**config.mk**
```make
export PLATFORM = sky130hd
export DESIGN_NAME = mmm_exp_ctrl
export DESIGN_NICKNAME = d
export VERILOG_FILES = /design/src/rtl/mmm_exp_ctrl.sv
export SDC_FILE = /design/constraint.sdc
export NUM_CORES = 1
export LEC_CHECK = 0
export ABC_AREA = 1
export CORE_ASPECT_RATIO = 0.6
export CORE_MARGIN = 2
export CORE_UTILIZATION = 25
export CTS_CLUSTER_SIZE = 14
export DETAILED_ROUTE_END_ITERATION = 8
export PLACE_DENSITY = 0.51
export SLEW_MARGIN = 30
export SYNTH_ARGS = -nofsm -noshare
export SYNTH_HDL_FRONTEND = slang
export SYNTH_SLANG_ARGS = --single-unit
```
**constraint.sdc**
```tcl
create_clock -name clk -period 2.1 [get_ports clk]
set_input_delay 0.315 -clock clk [delete_from_list [all_inputs] [get_ports clk]]
set_output_delay 0.315 -clock clk [all_outputs]
set_load 0.01 [all_outputs]
```
**src/rtl/mmm_exp_ctrl.sv**
```systemverilog
// Square-and-multiply sequencer driving one Montgomery multiplier: C = P^E mod N.
// Build option MMM_EXP_SKIP_LZ_EN skips the squarings above the exponent MSB.
module mmm_exp_ctrl #(
  parameter int WIDTH = 8
) (
  input  logic             clk,
  input  logic             rstb,
  input  logic             start,
  input  logic [WIDTH-1:0] msg,
  input  logic [WIDTH-1:0] exponent,
  input  logic [WIDTH-1:0] modulus,
  input  logic [WIDTH-1:0] const_r2,
  output logic             busy,
  output logic             done,
  output logic [WIDTH-1:0] result,
  output logic             mmm_en,
  output logic             mmm_rst,
  output logic             mmm_ld_a,
  output logic             mmm_ld_r,
  output logic             mmm_lock,
  output logic [WIDTH-1:0] mmm_a,
  output logic [WIDTH-1:0] mmm_b,
  output logic [WIDTH-1:0] mmm_m,
  input  logic [WIDTH-1:0] mmm_r
);

  // state | meaning
  // IDLE  | waiting for start
  // TO_P  | Pm = MMM(P, R2)
  // TO_1  | X  = MMM(1, R2)
  // SQ    | X  = MMM(X, X) for bit i
  // MUL   | X  = MMM(X, Pm) when E[i] = 1
  // FROM  | result = MMM(X, 1)
  // FIN   | last product lands in result
  // DONE  | one-cycle done pulse
  typedef enum logic [2:0] {IDLE, TO_P, TO_1, SQ, MUL, FROM, FIN, DONE} state_t;

  localparam int OP_CYCLES = WIDTH + 3;
  localparam int CW = $clog2(OP_CYCLES);
  localparam int BW = (WIDTH > 1) ? $clog2(WIDTH) : 1;
  localparam logic [CW-1:0]    PH_CLR  = CW'(OP_CYCLES - 1);
  localparam logic [CW-1:0]    PH_LOAD = CW'(OP_CYCLES - 2);
  localparam logic [BW-1:0]    BIT_TOP = BW'(WIDTH - 1);
  localparam logic [WIDTH-1:0] ONE     = WIDTH'(1);

  state_t           state, state_nxt, cap_op;
  logic [CW-1:0]    ph_cnt;
  logic [BW-1:0]    bit_idx;
  logic [WIDTH-1:0] p_q, e_q, n_q, r2_q, x_q, pm_q, x_cur, pm_cur;
  logic             accept, in_op, op_end, ph_clr;

  assign accept = (state == IDLE) && start;
  assign in_op  = state inside {TO_P, TO_1, SQ, MUL, FROM};
  assign op_end = in_op && (ph_cnt == '0);
  assign ph_clr = in_op && (ph_cnt == PH_CLR);

`ifdef MMM_EXP_SKIP_LZ_EN
  logic [BW-1:0] msb_idx;
  always_comb begin
    msb_idx = '0;
    for (int k = 0; k < WIDTH; k++)
      if (e_q[k]) msb_idx = BW'(k);
  end
`endif

  always_ff @(posedge clk or negedge rstb) begin
    if (!rstb) state <= IDLE;
    else       state <= state_nxt;
  end

  always_comb begin
    state_nxt = state;
    case (state)
      IDLE: if (start) state_nxt = TO_P;
      TO_P: if (op_end) state_nxt = TO_1;
      TO_1: if (op_end) begin
`ifdef MMM_EXP_SKIP_LZ_EN
        state_nxt = (e_q == '0) ? FROM : SQ;
`else
        state_nxt = SQ;
`endif
      end
      SQ: if (op_end) begin
        if (e_q[bit_idx])         state_nxt = MUL;
        else if (bit_idx == '0)   state_nxt = FROM;
        else                      state_nxt = SQ;
      end
      MUL:  if (op_end) state_nxt = (bit_idx == '0) ? FROM : SQ;
      FROM: if (op_end) state_nxt = FIN;
      FIN:  state_nxt = DONE;
      DONE: state_nxt = IDLE;
      default: state_nxt = IDLE;
    endcase
  end

  // Sub-phase timer: CLR at the top count, CAPT at terminal count zero.
  always_ff @(posedge clk or negedge rstb) begin
    if (!rstb)                ph_cnt <= PH_CLR;
    else if (!in_op || op_end) ph_cnt <= PH_CLR;
    else                      ph_cnt <= ph_cnt - CW'(1);
  end

  always_ff @(posedge clk or negedge rstb) begin
    if (!rstb) bit_idx <= '0;
    else if (accept) bit_idx <= BIT_TOP;
`ifdef MMM_EXP_SKIP_LZ_EN
    else if (op_end && state == TO_1) bit_idx <= msb_idx;
`endif
    else if (op_end && bit_idx != '0 && ((state == SQ && !e_q[bit_idx]) || state == MUL))
      bit_idx <= bit_idx - BW'(1);
  end

  always_ff @(posedge clk or negedge rstb) begin
    if (!rstb) cap_op <= IDLE;
    else       cap_op <= op_end ? state : IDLE;
  end

  always_ff @(posedge clk or negedge rstb) begin
    if (!rstb) begin
      p_q    <= '0;
      e_q    <= '0;
      n_q    <= '0;
      r2_q   <= '0;
      x_q    <= '0;
      pm_q   <= '0;
      result <= '0;
    end else begin
      if (accept) begin
        p_q  <= msg;
        e_q  <= exponent;
        n_q  <= modulus;
        r2_q <= const_r2;
      end
      case (cap_op)
        TO_P:          pm_q   <= mmm_r;
        TO_1, SQ, MUL: x_q    <= mmm_r;
        FROM:          result <= mmm_r;
        default: ;
      endcase
    end
  end

  // The product is captured during the next op's CLR; forward it so A/B hold for the whole op.
  assign x_cur  = (cap_op inside {TO_1, SQ, MUL}) ? mmm_r : x_q;
  assign pm_cur = (cap_op == TO_P) ? mmm_r : pm_q;
  assign mmm_m  = n_q;

  always_comb begin
    busy     = (state != IDLE) && (state != DONE);
    done     = (state == DONE);
    mmm_lock = !in_op;
    mmm_rst  = !ph_clr;
    mmm_ld_a = in_op && (ph_cnt == PH_LOAD);
    mmm_ld_r = op_end;
    mmm_en   = in_op && !ph_clr;
    mmm_a    = '0;
    mmm_b    = '0;
    case (state)
      TO_P: begin mmm_a = p_q;   mmm_b = r2_q;   end
      TO_1: begin mmm_a = ONE;   mmm_b = r2_q;   end
      SQ:   begin mmm_a = x_cur; mmm_b = x_cur;  end
      MUL:  begin mmm_a = x_cur; mmm_b = pm_cur; end
      FROM: begin mmm_a = x_cur; mmm_b = ONE;    end
      default: ;
    endcase
  end

endmodule

```
# Word-level counts from Yosys, hierarchy flattened
# Cells that the tools add are included.
# totals
ff_bits,69
inputBits,43
output_inout_bits,39
word_cells,80
# classes
addsub,2
magnitude_cmp,1
eq_ne,21
mux,19
n_reduce_logical,26
# op_table
cell,count
two-way mux 3 bit,11
one-hot mux 8 bit (4 select lines),1
one-hot mux 3 bit (8 select lines),1
one-hot mux 8 bit (3 select lines),1
== test 3 bit (second input constant),6
two-way mux 8 bit,2
== test 3 x 2 -> 1 bit (second input constant),4
inequality test 2 bit (second input constant),6
logical AND 1 bit,9
nonzero test 3 bit,3
== test 4 bit (second input constant),2
== test 3 x 1 -> 1 bit (second input constant),2
logical NOT 3 bit,2
AND reduction 6 bit,1
OR reduction 3 bit,2
nonzero test 5 bit,1
logical NOT 4 bit,1
< comparator 3 x 4 -> 1 bit (second input constant),1
two-way mux 4 bit,1
subtractor 4 x 1 -> 4 bit (second input constant),1
binary-select mux 1 bit (select 3 bit),1
logical NOT 1 bit,3
inequality test 3 bit (second input constant),1
subtractor 3 x 1 -> 3 bit (second input constant),1
other kinds (4),5

# Logic depth before layout (Yosys ltp)
# logic_depth
word_depth,8
depth_mapped,11
mapped_depth_nobuf,11

# Worst setup path after synthesis
# OpenSTA, ideal clock, no wires.
# synth_path
path_type,flip-flop to output port
startpoint,reg state[2]
endpoint,out mmm_ld_a
arrival_time_ns,1.430
required_ns,1.785
setup_slack_ns,0.355
path_stages_with_launch,6
n_path_buf,0
cell_sequence,dfrtp_1 > nor3_4 > nor2_2 > nand2_2 > inv_2 > nor4_1
# synth_via
elab_chain_cells,3
elab_cells_between_ends,7
classes_between,eq/ne (5); reduce/logical (2)
# synth_rtl
item,line_no,text
"start, declared",46,"state_t state, state_nxt, cap_op;"
"start signal, assigned",68,else state <= state_nxt;
== test 3 x 1 -> 1 bit (tied with other cells),53,"assign in_op = state inside {TO_P, TO_1, SQ, MUL, FROM};"
nonzero test 5 bit (*),53,
logical AND 1 bit (*),153,mmm_ld_a = in_op && (ph_cnt == PH_LOAD);
"end, declared",18,"output logic mmm_ld_a,"
# Mark *: on every way between the ends. The rest lies on a longest branch, timed or not.

# Worst setup path after layout
# layout_path
startpoint,reg cap_op[1]
endpoint,out mmm_b[3]
# layout_via
elab_chain_cells,4
elab_cells_between_ends,8
classes_between,eq/ne (4); mux (3); reduce/logical (1)
# layout_rtl
item,line_no,text
"start, declared",46,
"start signal, assigned",115,else cap_op <= op_end ? state : IDLE;
== test 3 x 2 -> 1 bit / == test 3 bit (equally long branches),144,"assign x_cur = (cap_op inside {TO_1, SQ, MUL}) ? mmm_r : x_q;"
nonzero test 3 bit,144,
two-way mux 8 bit,144,
one-hot mux 8 bit (4 select lines) (*),158,case (state)
"end, declared",22,"output logic [WIDTH-1:0] mmm_b,"
# Marked as above.

==> metrics list <==
- In this design, the stage delay of the slowest critical-path cell is 0.45 ns.
- Number of endpoints with negative hold slack in the final report: 0
* Deepest clock path buffer count: 2
- Die area: between 10,000 and 15,000 sq um
* Number of enable-type register cells in the synthesized netlist: 0
* Pin count of the biggest net entering global routing: 48
* H-Tree Depth: 3
- Traced cell by cell, the critical path runs through buf_4, o21ai_4, buf_4, buf_6, o21ai_4, o211ai_1, buf_2.
- WHS: about 0.44 ns
- RR Endpoint: state[0]
- The synthesized design spends more area on one cell type than any other, namely sky130_fd_sc_hd__dfrtp_1.
* DRT iter0 DRCs: 97
- Area taken by flip-flops and latches: about 1700 sq um
* CTS tree: done
- Counting the fill cells in the layout gives 1,280.
- Setup Total Neg Slack: -0.188 ns
- RePlAce Congestion: between 0.8 and 0.9
- Reg-to-Reg Start: ph_cnt[0]
- The final layout contains about 530 nets.
- Post-synth net total: just under 400
- Sort of element at the start of the critical path: register
* Number of core rows: 32
* Number of search-and-repair iterations in the first detailed-routing pass: 4
* Post-Synthesis Cell Area: roughly 3300 sq um
* Setup repair after global routing missed its margin: yes
* IO buf count: 81
* Core area: approximately 13,000 sq um
- Max IR drop VDD: roughly 0.00046 V
- Critical path arrival: ~1.9 ns
- Clock-pin slew was measured on the worst setup and hold paths at around 0.05 ns.
- In this run, CTS created clock tree buffers numbering 9.
- Insertion delay of the later-clocked pin in the worst-skew pair: between 0.3 and 0.4 ns
- Data on the critical path is required at its endpoint by between 1.5 and 2 ns.
- In this run the count of I/O pins placed on the die edge is just over 80.
- For this run, the top clock speed supported by timing is 0.462 GHz.
* Critical path fanouts, max: 4
- The number of antenna violations at the first check in global routing came to 0.
- Slack of the worst reg-to-reg path: roughly 0.37 ns
- The tool flagged a number of max-cap violations equal to 0.
* Die X: about 150 um
- Worst Setup Path Type: register to output pin
* Final core area utilization: 0.395
- Global-route wire length before repair: 14,500 um
- Total of endpoints with negative setup slack in the final report: 5
- In this run the static leakage power is 2.42 nW.
* Sequential fraction of the synthesis area: 0.526
- Die boundary height: a little over 90 um
* Routed WL per cell: around 13 um
- After technology mapping, the gate count stands at roughly 350.
* Main area contributors after synthesis: sky130_fd_sc_hd__dfrtp_1 (51%), sky130_fd_sc_hd__nand2_1 (10%), sky130_fd_sc_hd__mux2_2 (9.9%)
- Worst setup slack after layout: -0.0626 ns
- Min cycle time layout: between 2 and 2.5 ns
- Of the cells placed in the final design, the portion with a size suffix greater than 1 is 0.344.
* Worst slew margin: 0.749
* Violations in the final reports: negative setup slack
- Half-perimeter wire length of the detailed placement result: roughly 6300 um
* DR vias/cell: around 4.2
- Diode insertion count for antenna repair: 0
- Type of destination of the critical path: output pin
* Routed Wire Length: 8810 um
- Area added between synthesis and finish: 54.4%
- Via count of the first global-routing pass: 2,834
- Of the post-synthesis cell area, the dominant cell type holds 0.510.
* Effective utilization at floorplan: 0.256
- CTS Root Cell: sky130_fd_sc_hd__clkbuf_16
* Min-Delay Path Class: primary input to asynchronous set/reset pin
- Final number of max-transition violations: 0
- Residual overflow from global routing: 0
- CP max stage cell: sky130_fd_sc_hd__dfrtp_2
* Mean area per synthesized cell: approximately 9.5 sq um
- Global routing usage summed across all routing layers: 0.132
- Netlist cell types: 32
- Reg2Reg Depth: 11
- Total number of vias: between 2,000 and 3,000
* Async set or reset register ratio after synthesis: 1.00
- Total of warnings raised by yosys: 0
- Among all flip-flop cells after synthesis, the most frequent one is sky130_fd_sc_hd__dfrtp_1.
- Transition time of the tightest slew-check pin: about 0.38 ns
- Multi-input logic area: approximately 1500 sq um
- Across the routed clock network, the largest skew measured is 0.00770 ns.
- Cell area power density: approximately 1400 nW/um^2
- Total DRC errors in the routed layout: 0
- The run finished, with violations left.
- For this design, the sink count on the clock tree is approximately 70.
- Share of the clock period used by the worst path after layout: 1.03
- Counting flops and latches in the post-synthesis netlist gives just under 70.
- The completed layout was analyzed and its total power is about 0.007 W.
* Post-route ant nets: 0
## stage by stage
step | instances | instance area, sq um | worst slack (ns)
after global placement | 616 | 4480 | -0.218
after floorplan | 347 | 3290 | 0.355
after global routing | 653 | 5070 | -0.119
after CTS | 648 | 4990 | -0.0844
final | 653 | 5070 | -0.0626
after detailed placement | 616 | 4480 | -0.204
## kinds of logic after synthesis
group,share of synthesized area
AND/OR/NAND/NOR,0.204
flip-flops,0.526
buffers and inverters,0.0647
AO/OA/AOI/OAI,0.0746
multiplexers,0.0994
adder cells (fa/ha/maj),0.0228
XOR/XNOR,0.00800
## layout by cell type, fill, tap and decap left out, types with 8 or more instances in the layout
cell / instances
sky130_fd_sc_hd__nand2_1: 83
sky130_fd_sc_hd__o21ai_4: 8
sky130_fd_sc_hd__dfrtp_1: 62
sky130_fd_sc_hd__a21oi_1: 9
sky130_fd_sc_hd__buf_6: 9
sky130_fd_sc_hd__inv_1: 37
sky130_fd_sc_hd__clkbuf_16: 9
sky130_fd_sc_hd__buf_4: 33
sky130_fd_sc_hd__buf_2: 14
sky130_fd_sc_hd__inv_2: 8
sky130_fd_sc_hd__nor2_1: 17
sky130_fd_sc_hd__mux2_2: 29
sky130_fd_sc_hd__clkdlybuf4s50_1: 57
sky130_fd_sc_hd__nand3_1: 20
## report_power, final
group	leakage (nW)	switching (W)	internal (W)
registers	0.790	0.000313	0.00188
logic	1.49	0.00174	0.00163
clock network	0.137	0.000543	0.000886
## sequential cells by signal, indices dropped and copies added, names as in the netlist, 4 cells and up
name / count
e_q: 8
mmm_m: 8
p_q: 8
ph_cnt: 4
pm_q: 8
r2_q: 8
result: 8
x_q: 8
## cell usage after synthesis, types with 2 or more instances
master	instances
sky130_fd_sc_hd__mux2_2	29
sky130_fd_sc_hd__inv_1	39
sky130_fd_sc_hd__o211ai_1	6
sky130_fd_sc_hd__a22o_2	2
sky130_fd_sc_hd__nor2_2	5
sky130_fd_sc_hd__o21ai_0	15
sky130_fd_sc_hd__nand2_2	5
sky130_fd_sc_hd__buf_2	3
sky130_fd_sc_hd__dfrtp_1	67
sky130_fd_sc_hd__nor2_4	4
sky130_fd_sc_hd__ha_1	6
sky130_fd_sc_hd__xnor2_1	2
sky130_fd_sc_hd__a21oi_1	10
sky130_fd_sc_hd__nand3_1	20
sky130_fd_sc_hd__o21ai_1	6
sky130_fd_sc_hd__dfstp_2	2
sky130_fd_sc_hd__inv_2	7
sky130_fd_sc_hd__nand2_1	89
sky130_fd_sc_hd__nor2_1	17
## worst max path at each step
stage,startpoint,endpoint,slack (ns),cells past startpoint
floorplan,state[2],mmm_ld_a,0.36,5
global placement,mmm_r[0],mmm_b[0],-0.22,6
detailed placement,mmm_r[0],mmm_b[0],-0.20,6
CTS,cap_op[1],mmm_b[5],-0.08,8
global route,cap_op[1],mmm_b[1],-0.12,7
finish,cap_op[1],mmm_b[3],-0.06,7
## critical path, delay by kind of cell, from the launching register on
| family | cells | cell delay, ns |
|---|---|---|
| buffers and inverters | 4 | 0.60 |
| flip-flops | 1 | 0.45 |
| AO/OA/AOI/OAI | 3 | 0.47 |
## layout make-up
class                   instances  share of cell area
clock buffers                  12              0.0525
clock inverters                 3             0.00395
inverters                      46              0.0345
multi-input cells             227               0.303
flip-flops and latches         69               0.342
well taps                     170              0.0419
repair buffers                126               0.222
## what timing repair did
action / 4_1_cts / 5_1_grt
pin swaps: 13 / 9
setup endpoints to repair: 23 / 22
resized for setup: 112 / 29
hold buffers: 1 / 0
cloned: 1 / 0
endpoints found under the hold margin: 11 / 0
setup buffers: 15 / 5
## layer usage
metal,up-vias,share of wire,track usage
li1,1373,-,-
met1,1311,0.49,0.176
met2,72,0.42,0.196
met3,8,0.075,0.0552
met4,0,0.0076,0.0343
met5,-,0,0
Note: power is estimated with default switching activity, not from simulation.
